## src/rtl/kgp_alu_pkg.sv

```systemverilog
// Shared ALU definitions: default datapath width and the divider FSM state type.
package kgp_alu_pkg;

    localparam int unsigned ALU_W = 32;

    typedef enum logic [1:0] {
        IDLE = 2'd0,
        RUN  = 2'd1,
        DONE = 2'd2
    } div_state_t;

endpackage

```

## src/rtl/div_sub_stage.sv

```systemverilog
// Combinational N-bit trial subtractor; borrow selects restore in the divider.
module div_sub_stage #(
    parameter int unsigned N = 33
) (
    input  logic [N-1:0] minuend,
    input  logic [N-1:0] subtrahend,
    output logic [N-1:0] diff_c,
    output logic         borrow_c
);

    always_comb begin
        {borrow_c, diff_c} = {1'b0, minuend} - {1'b0, subtrahend};
    end

endmodule

```

## src/rtl/seq_divider.sv

```systemverilog
// Iterative restoring divider, one quotient bit per clock.
// Optional signed support with SEQ_DIV_SIGNED_EN (adds the is_signed port).
import kgp_alu_pkg::*;

module seq_divider #(
    parameter int unsigned W = ALU_W
) (
    input  logic         clk,
    input  logic         rst_n,
    input  logic         start,
    input  logic [W-1:0] dividend,
    input  logic [W-1:0] divisor,
`ifdef SEQ_DIV_SIGNED_EN
    input  logic         is_signed,
`endif
    output logic         busy,
    output logic         done,
    output logic [W-1:0] quotient,
    output logic [W-1:0] remainder,
    output logic         div_by_zero
);

    localparam int unsigned CNT_W = $clog2(W + 1);

    div_state_t     state, state_nxt;
    logic [W:0]     rem_q;
    logic [W-1:0]   quo_q;
    logic [W-1:0]   dvsr_q;
    logic [CNT_W-1:0] cnt_q;

    logic [W:0]     trial_c;
    logic [W:0]     trial_diff_c;
    logic           trial_borrow_c;
    logic [W:0]     r_step_c;
    logic [W-1:0]   q_step_c;
    logic [W-1:0]   dvd_mag_c;
    logic [W-1:0]   dvs_mag_c;
    logic [W-1:0]   q_res_c;
    logic [W-1:0]   r_res_c;
    logic           divisor_zero_c;
    logic           accept_c;
    logic           last_step_c;

    // A successful trial leaves R below the divisor, so its top bit never feeds back.
    logic unused_rem_msb;
    assign unused_rem_msb = rem_q[W];

    assign divisor_zero_c = (divisor == '0);
    assign accept_c       = (state == IDLE) && start;
    assign last_step_c    = (state == RUN) && (cnt_q == CNT_W'(W - 1));
    assign trial_c        = {rem_q[W-1:0], quo_q[W-1]};

    div_sub_stage #(.N(W + 1)) u_sub (
        .minuend    (trial_c),
        .subtrahend ({1'b0, dvsr_q}),
        .diff_c     (trial_diff_c),
        .borrow_c   (trial_borrow_c)
    );

    always_comb begin
        r_step_c = trial_borrow_c ? trial_c : trial_diff_c;
        q_step_c = {quo_q[W-2:0], ~trial_borrow_c};
    end

`ifdef SEQ_DIV_SIGNED_EN
    logic dvd_neg_c;
    logic dvs_neg_c;
    logic neg_q_q;
    logic neg_r_q;

    // Divide magnitudes, then fix signs so the result truncates toward zero.
    always_comb begin
        dvd_neg_c = is_signed & dividend[W-1];
        dvs_neg_c = is_signed & divisor[W-1];
        dvd_mag_c = dvd_neg_c ? -dividend : dividend;
        dvs_mag_c = dvs_neg_c ? -divisor : divisor;
        q_res_c   = neg_q_q ? -q_step_c : q_step_c;
        r_res_c   = neg_r_q ? -r_step_c[W-1:0] : r_step_c[W-1:0];
    end

    always_ff @(posedge clk or negedge rst_n) begin
        if (!rst_n) begin
            neg_q_q <= 1'b0;
            neg_r_q <= 1'b0;
        end else if (accept_c) begin
            neg_q_q <= dvd_neg_c ^ dvs_neg_c;
            neg_r_q <= dvd_neg_c;
        end
    end
`else
    always_comb begin
        dvd_mag_c = dividend;
        dvs_mag_c = divisor;
        q_res_c   = q_step_c;
        r_res_c   = r_step_c[W-1:0];
    end
`endif

    always_ff @(posedge clk or negedge rst_n) begin
        if (!rst_n) begin
            state <= IDLE;
        end else begin
            state <= state_nxt;
        end
    end

    always_comb begin
        state_nxt = state;
        case (state)
            IDLE: begin
                if (start) begin
                    state_nxt = divisor_zero_c ? DONE : RUN;
                end
            end
            RUN: begin
                if (last_step_c) begin
                    state_nxt = DONE;
                end
            end
            DONE:    state_nxt = IDLE;
            default: state_nxt = IDLE;
        endcase
    end

    // Iteration registers: load on acceptance, one restoring step per RUN edge.
    always_ff @(posedge clk or negedge rst_n) begin
        if (!rst_n) begin
            rem_q  <= '0;
            quo_q  <= '0;
            dvsr_q <= '0;
            cnt_q  <= '0;
        end else if (accept_c && !divisor_zero_c) begin
            rem_q  <= '0;
            quo_q  <= dvd_mag_c;
            dvsr_q <= dvs_mag_c;
            cnt_q  <= '0;
        end else if (state == RUN) begin
            rem_q  <= r_step_c;
            quo_q  <= q_step_c;
            cnt_q  <= cnt_q + CNT_W'(1);
        end
    end

    always_ff @(posedge clk or negedge rst_n) begin
        if (!rst_n) begin
            busy        <= 1'b0;
            done        <= 1'b0;
            quotient    <= '0;
            remainder   <= '0;
            div_by_zero <= 1'b0;
        end else begin
            busy <= (state_nxt != IDLE);
            done <= (state_nxt == DONE);
            if (accept_c && divisor_zero_c) begin
                quotient    <= '1;
                remainder   <= dividend;
                div_by_zero <= 1'b1;
            end else if (last_step_c) begin
                quotient    <= q_res_c;
                remainder   <= r_res_c;
                div_by_zero <= 1'b0;
            end
        end
    end

endmodule

```

## config.mk

```make
export PLATFORM = sky130hd
export DESIGN_NAME = seq_divider
export DESIGN_NICKNAME = d
export VERILOG_FILES = /design/src/rtl/kgp_alu_pkg.sv /design/src/rtl/div_sub_stage.sv /design/src/rtl/seq_divider.sv
export SDC_FILE = /design/constraint.sdc
export NUM_CORES = 1
export LEC_CHECK = 0
export ABC_AREA = 0
export CAP_MARGIN = 20
export CORE_MARGIN = 2
export CORE_UTILIZATION = 45
export CTS_CLUSTER_DIAMETER = 60
export DETAILED_ROUTE_END_ITERATION = 8
export HOLD_SLACK_MARGIN = 0.03
export PLACE_DENSITY = 0.68
export SLEW_MARGIN = 20
export SYNTH_ARGS = -nofsm -noshare
export SYNTH_HDL_FRONTEND = slang
export SYNTH_SLANG_ARGS = --single-unit
```

## constraint.sdc

```tcl
create_clock -name clk -period 3.8 [get_ports clk]
set_input_delay 0.76 -clock clk [delete_from_list [all_inputs] [get_ports clk]]
set_output_delay 0.76 -clock clk [all_outputs]
set_load 0.05 [all_outputs]
```

* After elaboration in Yosys (flattened, before gate mapping) *
Cells that the tools add are included.

cells by class
  equality and inequality tests = 3
  add/subtract/negate cells = 2
  reductions and logical operators = 10
  mux-type cells = 17
  bitwise logic cells = 1

operators by type and width
  operator                                              number
  two-way mux 32 bit                                    9
  subtractor 33 x 32 -> 34 bit                          1
  zero test 32 bit                                      1
  two-way mux 6 bit                                     2
  adder 6 x 1 -> 6 bit (second input constant)          1
  equality test 6 x 5 -> 1 bit (second input constant)  1
  two-way mux 2 bit                                     3
  nonzero test 2 bit                                    3
  logical AND 1 bit                                     4
  one-hot mux 2 bit (2 select lines)                    1
  equality test 2 x 1 -> 1 bit (second input constant)  1
  equality test 2 bit (second input constant)           1
  zero test 2 bit                                       1
  two-way mux 1 bit                                     2
  zero test 1 bit                                       1
  NOT 1 bit                                             1

storage, ports and cells
  logic and storage cells = 43
  input bits = 67
  output and inout port bits = 67
  flip-flop bits (word level) = 171

* Logic depth before layout (Yosys ltp) *
Gate-level depths: netlist of the first run.

  word-level depth = 5
  mapped depth = 13
  mapped depth without buffers = 12

* Hierarchy *
Synthesis of the first run repeated with hierarchy kept, for this count alone.

second synthesis, totals
  cell total of the unflattened synthesis = 977
  area total of the unflattened synthesis = 9,943.3 µm²

modules (own cells, without submodules)
  module         times used  area each (µm²)  sequential area each (µm²)  cells an instance
  seq_divider    1           7,995.2          4,279.1                     682
  div_sub_stage  1           1,948.1          0.0                         295

* Worst setup path before layout of the first run *
No wires, ideal clock.

  path type = reg2reg
  start point = register quo_q[31]
  end point = register rem_q[28]
  data arrival time = 2,522 ps
  path buffers = 0
  required time = 3,718 ps
  period minus slack after synthesis = 2,604 ps
  setup slack = 1,196 ps
  library setup time = 82 ps
  cell stages (with the launch flop) = 13
  path through = dfrtp_1 > inv_1 > ha_1 > fa_1 > and2b_1 > o2111ai_1 > a21oi_2 > a2111oi_2 > o21ai_1 > nand2_1 > o41ai_2 > o2111ai_1 > a31oi_1

between the ends
  word-level cells in the longest chain between the ends = 4

RTL lines
  element                       RTL line             source
  from (decl)                   seq_divider.sv:27    logic [W-1:0] quo_q;
  from (signal assigned)        seq_divider.sv:134   quo_q <= dvd_mag_c;
  from (signal assigned)        seq_divider.sv:139   quo_q <= q_step_c;
  subtractor 33 x 32 -> 34 bit  div_sub_stage.sv:12  {borrow_c, diff_c} = {1'b0, minuend} - {1'b0, subtrahend};
  two-way mux 32 bit            seq_divider.sv:61    r_step_c = trial_borrow_c ? trial_c : trial_diff_c;
  two-way mux 32 bit            seq_divider.sv:137   end else if (state == RUN) begin
  two-way mux 32 bit            seq_divider.sv:132   end else if (accept_c && !divisor_zero_c) begin
  to (signal assigned)          seq_divider.sv:138   rem_q <= r_step_c;
  to (decl)                     seq_divider.sv:26    logic [W:0] rem_q;

Every way passes these cells. The select of a mux whose other input is x is not followed.
A chain may end at the register's enable or synchronous reset.

* Worst setup path in the final report of the first run *
  start point = register rem_q[17]
  end point = register remainder[21]

between the ends
  word-level cells in the longest chain between the ends = 4

RTL lines
  element                       RTL line             source
  subtractor 33 x 32 -> 34 bit  div_sub_stage.sv:12
  two-way mux 32 bit            seq_divider.sv:61
  two-way mux 32 bit            seq_divider.sv:158   end else if (last_step_c) begin
  two-way mux 32 bit            seq_divider.sv:154   if (accept_c && divisor_zero_c) begin
  to (signal assigned)          seq_divider.sv:156   remainder <= dividend;
  to (signal assigned)          seq_divider.sv:160   remainder <= r_res_c;
  to (decl)                     seq_divider.sv:19    output logic [W-1:0] remainder,

Every way passes these cells. The select of a mux whose other input is x is not followed.

==> results of run 1 <==
## worst max-delay path: cells and delay by family (launching register included)
kind | cells | cell delay (ns)
flip-flops | 1 | 0.40
adder cells (fa/ha/maj) | 1 | 0.40
AND/OR/NAND/NOR | 3 | 0.64
AO/OA/AOI/OAI | 5 | 1.05
multiplexers | 1 | 0.54
## synthesized netlist by cell type (all sizes together) (2+ instances only)
cell	number	share of area (%)
a31oi	14	1.0
nor2b	7	0.49
o22ai	23	1.6
nand2b	6	0.42
o21ai	121	6.9
a22o	2	0.20
a2111oi	2	0.26
nor4	8	0.56
or2	6	0.45
mux2i	21	2.3
o21bai	3	0.25
nor3	4	0.33
o2111ai	3	0.29
a21o	13	1.1
nand2	223	9.4
inv	38	1.6
nand4	11	0.84
o41ai	2	0.28
o211ai	2	0.17
and2	2	0.14
a22oi	63	5.3
o21a	8	0.68
xnor2	20	1.9
buf	12	0.84
a21oi	25	1.5
a211oi	2	0.22
clkbuf	49	2.0
xor2	9	0.88
nand3	35	1.9
and3	3	0.28
dfrtp	171	48
nor2	28	1.2
ha	33	4.6
or3	5	0.35
## flip-flops by register name, summed over array words and instances, names as in the netlist
name	cells
state	2
busy	1
done	1
remainder	32
dvsr_q	32
div_by_zero	1
quotient	32
rem_q	32
cnt_q	6
quo_q	32
## layer usage
metal / up-vias / GRT usage, % / part of all wire [%]
met2: 256 / 34.0 / 43
met1: 3680 / 36.9 / 50
met3: 25 / 5.13 / 6.3
li1: 3740 / - / -
met5: - / 0 / 0
met4: 0 / 5.29 / 1.3
## path summary, 6_finish.rpt
path                                 end   startpoint  cells past startpoint
max in group asynchronous      rem_q[14]        rst_n                      2
hold / removal              quotient[25]        rst_n                      1
hold reg to reg              div_by_zero  div_by_zero                      2
min in group clk             div_by_zero  div_by_zero                      2
setup reg to reg           remainder[21]    rem_q[17]                     10
setup / recovery           remainder[21]    rem_q[17]                     10
## area by class of cell
class | count | area, µm² | share of cell area, %
multi-input combinational | 722 | 4330 | 38.6
timing repair buffer | 152 | 1540 | 13.7
clock buffer | 18 | 429 | 3.83
clock inverter | 14 | 154 | 1.37
tap | 265 | 332 | 2.96
sequential | 171 | 4280 | 38.2
inverter | 38 | 143 | 1.27
## kinds of logic (layout without fill, tap and decap cells)
| logic type | Yosys count | after routing |
|---|---|---|
| buffers and inverters | 99 | 222 |
| AO/OA/AOI/OAI | 295 | 295 |
| XOR/XNOR | 29 | 29 |
| AND/OR/NAND/NOR | 342 | 342 |
| flip-flops | 171 | 171 |
| adder cells (fa/ha/maj) | 34 | 34 |
| multiplexers | 22 | 22 |
## per-stage QoR
step	std cells	worst slack, ns	hold slack (ns)	area (µm²)	utilization, %
final	1380	0.638	0.434	11200	57.4
after global routing	1380	0.467	0.504	11200	57.4
after CTS	1380	0.664	0.476	11200	57.4
after detailed placement	1348	0.346	0.464	10600	54.4
after global placement	1347	0.347	0.462	10600	54.3
after floorplan	992	1.20	0.456	8980	-
==> metrics.md, run 1 <==
| Metric | Value |
|---|---|
| Gpl congestion | around 0.88 |
| First-pass GRT wire length | 40400 µm |
| Initial antenna violation count | 0 |
| Worst path arrival time | roughly 3.5 ns |
| Post-synth EDFFs | 0 |
| Complex-gate fraction of the synthesized area | a little over a fifth |
| Min Tclk post-route | about 3.2 ns |
| Die Y | around 150 µm |
| Synth warn | 0 |
| Seq/Total Area, Yosys | between 40 and 50% |
| CTS resizes | 0 |
| # IOs | ~130 |
| GRT Overall Usage | a little under a quarter |
| Setup Viol. Count Final | 0 |
| Commonest non-fill, non-tap cell in the layout | nand2_1 |
| Vias in the first global route | about 7.3k |
| Via count | between 7k and 8k |
| Average routed wire per standard cell | 17.8 µm |
| DP Wirelength | around 18000 µm |
| TritonCTS clock tree | built |
| Cell Area, Synth | approximately 9000 µm² |
| Syn Area/Cell | approximately 9.1 µm² |
| Hold buffer count at CTS | 0 |
| Largest net degree at the start of global routing | 99 |
| DRT antenna net count | 0 |
| Synth Register Bits | ~170 |
| Post-synthesis xor/xnor area fraction | under 10% |
| Fin nets | 1203 |
| Total iterations of the first detailed-routing run | 6 |
| Status | completed |
| Post-CTS Setup Bufs | 0 |
| DR vias/cell | about 5.6 |
| Max Buffers Root-to-Sink | 2 |
| Slew HR | approximately two fifths |
| Max-slew violations | 0 |
| Slowest CP cell | mux2i_1 |
| Synth Area in Adders | approximately 4.8% |
| Largest family of logic cells by synthesized area | compound AO/OA/AOI/OAI gates |
| H-tree levels | 4 |
| Post-synth cell types | 69 |
| Worst Setup End Kind | flip-flop |
| TritonCTS Buffers | 17 |
| Slew @ Worst Pin | 0.922 ns |
| Core area | ~20000 µm² |
| Core Rows | 51 |
| Clock skew | 0.0119 ns |
| CP startpoint kind | flip-flop |
| Global route total overflow | 0 |
| Main flop type after synthesis | dfrtp_1 |
| DR DRC count | 0 |
| Initial Util | a little under half |
| Hold crit path type | in2async |
| Post-Synthesis Cells | roughly 990 |
| Total wire length | 24600 µm |
| Filler cell count | ~1.8k |
| Final-report hold violation count | 0 |
| IO Port Bufs | between 100 and 150 |
| Synth async-reset ratio | 100% |
| 1st-iter DRT viols | 700 |
| Clk_lat worst skew | around 0.43 ns |
| R2r setup slk | 0.64 ns |
| Die area | 21100 µm² |
| Crit-path cells | ha_1, a21oi_2, a2bb2oi_2, nand3b_1, a221oi_2, nand3_1, o21ai_4, nand2_4, mux2i_1, o21ai_1 |
| CP Max Fanout | 32 |
| Fmax | about 0.32 GHz |
| Critical path class | reg2reg |
| Simple-Gate Fraction of Synth Area | approximately 17% |
| Net Count, Synth | around 1.1k |
| Most frequent cells in the layout | nand2_1 (222), dfrtp_1 (171), clkdlybuf4s50_1 (132) |
| CTS sink count | approximately 170 |
| Die width | approximately 150 µm |
| Setup TNS | 0 ns |
| Max_cap viols | 0 |
| Share of cells above drive strength 1 | 7.17% |
| Mux cell area share after synthesis | around 2.5% |
| Slowest stage delay, CP | 0.54 ns |
| Area Overhead vs Synth | 24.7% |
| RSZ-0062 raised after global routing | no |
| Clk root buf | clkbuf_16 |
| Final period util | 83.2% |
| Ant. Diodes | 0 |
| Worst EP required | 4.09 ns |
| CTS clock-pin slew for the worst setup and hold paths | around 0.070 ns |
Power of run 1 is not shown: default switching activity piles up to over one toggle a cycle in this logic, so the estimate is an artifact.
==> inputs of run 2 (changes only) <==
PLACE_DENSITY = 0.71   (was 0.68)
clock period = 2.65 ns   (was 3.8 ns; I/O delays follow)
==> run 2 against run 1 <==
  * The run now ends with negative setup slack left
  * Setup slack worse by 1.0 ns
  * Non-clock buffer count is 132 higher
  * Cell count is 9.6% higher
  * Flip-flop and latch count stayed put
==> metrics.md, run 2 (synthesized netlist as in run 1, its figures left out) <==
| Metric | Value |
|---|---|
| Initial antenna violation count | 0 (unchanged) |
| Via count | 8638 (+12%) |
| Final hold slack | 0.492 ns (+0.0572 ns) |
| Final period util | 114% (+31 points) |
| RSZ-0062 raised after global routing | yes |
| CTS clock-pin slew for the worst setup and hold paths | 0.07 ns (about the same) |
| DP Wirelength | 18900 µm (+5.5%) |
| Max-slew violations | 0 (unchanged) |
| Reg-to-Reg End | rem_q[28] |
| TritonCTS Buffers | 17 (unchanged) |
| Final setup slack of the worst path | -0.366 ns (-1.00 ns) |
| Final-report hold violation count | 0 (unchanged) |
| Hold endpoint | quotient[8] |
| Non-filler instance count after layout | 1512 (+9.6%) |
| Ant. Diodes | 0 (unchanged) |
| Total iterations of the first detailed-routing run | 5 (-1) |
| CP Max Fanout | 4 (-88%) |
| Fin nets | 1335 (+11%) |
| DP Cell Count | 1458 (+8.2%) |
| Share of cells above drive strength 1 | 25.0% (+18 points) |
| Status | finished with violations |
| 1st-iter DRT viols | 760 (+8.6%) |
| IO Port Bufs | 133 (unchanged) |
| Slew HR | 50.4% (+12 points) |
| Area Overhead vs Synth | 45.9% |
| Core area | 19500 µm² (unchanged) |
| Worst R2R Path Depth | 11 (+1) |
| Die width | 145 µm (unchanged) |
| Min Tclk post-route | 3.02 ns (-0.147 ns) |
| Global route total overflow | 0 (unchanged) |
| DRT antenna net count | 0 (unchanged) |
| Die area | 21100 µm² (unchanged) |
| # IOs | 134 (unchanged) |
| Die Y | 145 µm (unchanged) |
| Core Rows | 51 (unchanged) |
| DR DRC count | 0 (unchanged) |
| Worst hold stages | 2 |
| CP startpoint kind | flip-flop |
| Max Buffers Root-to-Sink | 2 (unchanged) |
| Hold crit path type | reg2reg |
| Filler cell count | 1479 (-16%) |
| Max_cap viols | 0 (unchanged) |
| Initial Util | 46.0% (unchanged) |
| Worst EP required | 3.01 ns (-1.08 ns) |
| Commonest non-fill, non-tap cell in the layout | nand2_1 |
| Average routed wire per standard cell | 18.7 µm (+4.7%) |
| Setup Viol. Count Final | 61 (+61) |
| Clock skew | 0.0101 ns (-0.00177 ns) |
| CTS sink count | 171 (unchanged) |
| Failing checks | negative setup slack |
| DR vias/cell | 5.71 (+2.4%) |
| Clk root buf | clkbuf_16 |
| TritonCTS clock tree | built |
| GRT Overall Usage | 24.9% (+1.1 points) |
| Slew @ Worst Pin | 0.744 ns (-0.178 ns) |
| R2r setup slk | -0.37 ns (-1.00 ns) |
| Worst Setup End Kind | flip-flop |
| Most frequent cells in the layout | nand2_1 (220), dfrtp_1 (166), clkdlybuf4s50_1 (132) |
| Clk_lat worst skew | 0.45 ns (+0.02 ns) |
| H-tree levels | 4 (unchanged) |
| Worst path arrival time | 3.38 ns (-0.07 ns) |
| Fmax | 0.332 GHz (+4.9%) |
| Largest net degree at the start of global routing | 63 (-36%) |
| Vias in the first global route | 7900 (+8.5%) |
| Gpl congestion | 0.917 (+3.9%) |
| Critical path class | reg2reg |
| Reg2Reg Launch Point | rem_q[0] |
| Total wire length | 28200 µm (+15%) |
| HP Start | quotient[8] |
| First-pass GRT wire length | 42500 µm (+5.4%) |
run 2: area by class of cell:
class                           instances  area, µm²  area share, %
Clock buffer                           18        429           3.27
Inverter                               38        143           1.09
Timing Repair Buffer                  284       2700           20.6
Multi-Input combinational cell        722       5090           38.8
Clock inverter                         14        131           1.00
Tap cell                              265        332           2.53
Sequential cell                       171       4290           32.7
run 2: worst max path at each step:
stage               endpoint  slack, ns       start  cells past startpoint
4_1_cts        remainder[16]      -0.13   quo_q[31]                     14
3_5_place_dp       rem_q[31]      -0.48  divisor[1]                     10
5_1_grt            rem_q[28]      -0.47    rem_q[0]                     11
6_report           rem_q[28]      -0.37    rem_q[0]                     11
3_3_place_gp   remainder[16]      -0.42  divisor[1]                     10
2_1_floorplan      rem_q[28]       0.05   quo_q[31]                     12
run 2: stage by stage:
step                cell area [µm²]  TNS, ns  worst slack [ns]  util (%)
floorplan                      8980        0            0.0458         -
global placement              11500   -47.61            -0.420      58.9
detailed placement            11500   -61.06            -0.482      58.9
CTS                           12400    -2.13            -0.135      63.3
global route                  13100   -15.81            -0.470      67.1
finish                        13100    -9.83            -0.366      67.1
run 2: critical path, stage by stage, from the launching register on:
cell and delay, ns:
dfrtp_2 0.45, inv_1 0.11, fa_2 0.41, and2b_2 0.27
o2111ai_4 0.16, a21oi_4 0.26, a2111oi_2 0.11, o21ai_1 0.27
nand2_1 0.18, o41ai_4 0.30, o2111ai_1 0.20, a31oi_1 0.21
run 2: repair_timing:
item,4_1_cts,5_1_grt
cloned,1,2
pin swaps,11,25
endpoints found under the hold margin,4,0
hold buffers,1,0
endpoints found under the setup margin,92,71
setup buffers,8,15
resized for setup,42,117
run 2: routing by layer:
metal | global-route usage [%] | vias up | share of wire (%)
met2 | 38.4 | 407 | 46
li1 | - | 4010 | -
met3 | 4.15 | 63 | 7.3
met5 | 0 | - | 0
met4 | 5.49 | 0 | 2.2
met1 | 37.0 | 4158 | 44
Power of run 2 is left out for the same reason.
==> inputs of run 3 (changes only) <==
DONT_BUFFER_PORTS = 1   (was not set)
PLACE_DENSITY = not set   (was 0.71)
==> run 3 against run 2 <==
  * The flow finishes with violations (negative hold slack, negative setup slack)
  * Largest cell class unchanged
  * Flip-flop and latch count unchanged
  * Sequential share of layout area increased by 5.9 points
  * Critical path depth increased by 2
==> metrics.md, run 3 (synthesized netlist as in run 1, its figures left out) <==
| Metric | Value |
|---|---|
| Status | finished with violations |
| Failing checks | negative hold slack, negative setup slack |
| First-pass GRT wire length | 40000 µm (-6.1%) |
| CTS clock-pin slew for the worst setup and hold paths | 0.07 ns (about the same) |
| Non-filler instance count after layout | 1337 (-12%) |
| Final period util | 105% (-8.8 points) |
| H-tree levels | 4 (unchanged) |
| Min Tclk post-route | 2.78 ns (-0.234 ns) |
| Worst Setup End Kind | flip-flop |
| Commonest non-fill, non-tap cell in the layout | nand2_1 |
| Gpl congestion | 0.883 (-3.7%) |
| DRT antenna net count | 0 (unchanged) |
| Die area | 21100 µm² (unchanged) |
| Clock skew | 0.00855 ns (-0.00157 ns) |
| DR DRC count | 0 (unchanged) |
| DP Cell Count | 1294 (-11%) |
| Share of cells above drive strength 1 | 22.0% (-3.0 points) |
| Die Y | 145 µm (unchanged) |
| DR vias/cell | 5.69 (-0.38%) |
| Setup Viol. Count Final | 34 (-44%) |
| Reg-to-Reg End | rem_q[16] |
| Global route total overflow | 0 (unchanged) |
| Initial Util | 46.0% (unchanged) |
| Max-slew violations | 0 (unchanged) |
| Worst R2R Path Depth | 13 (+2) |
| # IOs | 134 (unchanged) |
| RSZ-0062 raised after global routing | yes |
| Clk root buf | clkbuf_16 |
| Worst EP required | 2.95 ns (-0.06 ns) |
| Filler cell count | 1699 (+15%) |
| Max_cap viols | 0 (unchanged) |
| Crit path to | rem_q[16] |
| Final setup slack of the worst path | -0.131 ns (+0.234 ns) |
| Worst path arrival time | 3.08 ns (-0.30 ns) |
| Area Overhead vs Synth | 23.5% |
| Clk_lat worst skew | 0.43 ns (-0.02 ns) |
| Via count | 7609 (-12%) |
| Max Buffers Root-to-Sink | 2 (unchanged) |
| Critical Path Source | quo_q[31] |
| Vias in the first global route | 7271 (-8.0%) |
| 1st-iter DRT viols | 574 (-24%) |
| Initial antenna violation count | 0 (unchanged) |
| Core Rows | 51 (unchanged) |
| IO Port Bufs | 0 (-100%) |
| CTS sink count | 171 (unchanged) |
| GRT Overall Usage | 23.8% (-1.1 points) |
| Final hold slack | -0.210 ns (-0.701 ns) |
| Slew HR | 62.7% (+12 points) |
| Average routed wire per standard cell | 19.3 µm (+3.2%) |
| Core area | 19500 µm² (unchanged) |
| Total wire length | 25800 µm (-8.7%) |
| R2r setup slk | -0.13 ns (+0.23 ns) |
| TritonCTS Buffers | 17 (unchanged) |
| Critical path class | reg2reg |
| Setup TNS | -1.74 ns (+8.09 ns) |
| Hold crit path type | in2async |
| CP startpoint kind | flip-flop |
| Largest net degree at the start of global routing | 172 (+170%) |
| CP Max Fanout | 3 (-1) |
| Fin nets | 1160 (-13%) |
| Reg2Reg Launch Point | quo_q[31] |
| Final-report hold violation count | 171 (+171) |
| Total iterations of the first detailed-routing run | 5 (unchanged) |
| DP Wirelength | 18100 µm (-4.7%) |
| TritonCTS clock tree | built |
| Slew @ Worst Pin | 0.560 ns (-0.184 ns) |
| Fmax | 0.360 GHz (+8.4%) |
| Most frequent cells in the layout | nand2_1 (220), dfrtp_1 (170), buf_4 (101) |
| Ant. Diodes | 0 (unchanged) |
| Die width | 145 µm (unchanged) |
## run 3: changes by cell type in the layout (fill, tap and decap cells not counted), sizes merged
| cell | delta |
|---|---|
| clkbuf | -2 |
| clkdlybuf4s50 | -132 |
| clkinvlp | -4 |
| clkinv | +2 |
| buf | -41 |
| bufinv | +1 |
| inv | +2 |
| dlygate4sd3 | -1 |
## run 3: timing repair
| action | in CTS | in global routing |
|---|---|---|
| resized for setup | 32 | 65 |
| pin swaps | 14 | 12 |
| buffers inserted | 2 | 9 |
| endpoints found under the setup margin | 41 | 63 |
| hold endpoints to repair | 171 | 171 |
| cloned | 0 | 1 |
## run 3: cell type report
class | count | area, µm² | area share [%]
Tap cell | 265 | 332 | 2.99
Clock buffer | 17 | 425 | 3.83
Multi-Input combinational cell | 722 | 4830 | 43.5
Clock inverter | 15 | 178 | 1.60
Sequential cell | 171 | 4280 | 38.6
Inverter | 38 | 143 | 1.29
Timing Repair Buffer | 109 | 906 | 8.16
## run 3: worst max-delay path: stages (launching register included)
cell	delay, ns
dfrtp_1	0.38
inv_1	0.07
ha_2	0.21
fa_2	0.19
and2b_2	0.24
o2111ai_4	0.22
a21oi_4	0.12
buf_6	0.14
o21bai_4	0.14
a21oi_2	0.07
o31a_1	0.27
or3_4	0.35
a31oi_4	0.17
o21ai_1	0.07
## run 3: worst min-delay path by stage
stage	start	to	slack [ns]	cells after the start
6_report	rst_n	quotient[8]	-0.21	0
5_1_grt	rst_n	quotient[8]	-0.23	0
4_1_cts	rst_n	quotient[8]	-0.22	0
3_5_place_dp	rst_n	quotient[8]	0.24	0
3_3_place_gp	rst_n	quotient[8]	0.24	0
2_1_floorplan	rst_n	busy	0.23	0
## run 3: routing by layer
layer,track usage [%],part of all wire [%]
met4,5.78,1.3
met5,0,0
met3,5.94,6.9
met2,35.0,44
met1,35.2,47
## run 3: stage by stage
| stage | setup WS (ns) | cell area (µm²) | util (%) |
|---|---|---|---|
| 2_1_floorplan | 0.0458 | 8980 | - |
| 4_1_cts | -0.0878 | 10700 | 54.6 |
| 5_1_grt | -0.207 | 11100 | 56.8 |
| 6_report | -0.131 | 11100 | 56.8 |
| 3_5_place_dp | -0.161 | 9880 | 50.6 |
| 3_3_place_gp | -0.0951 | 9880 | 50.6 |
Power of run 3 is left out for the same reason.
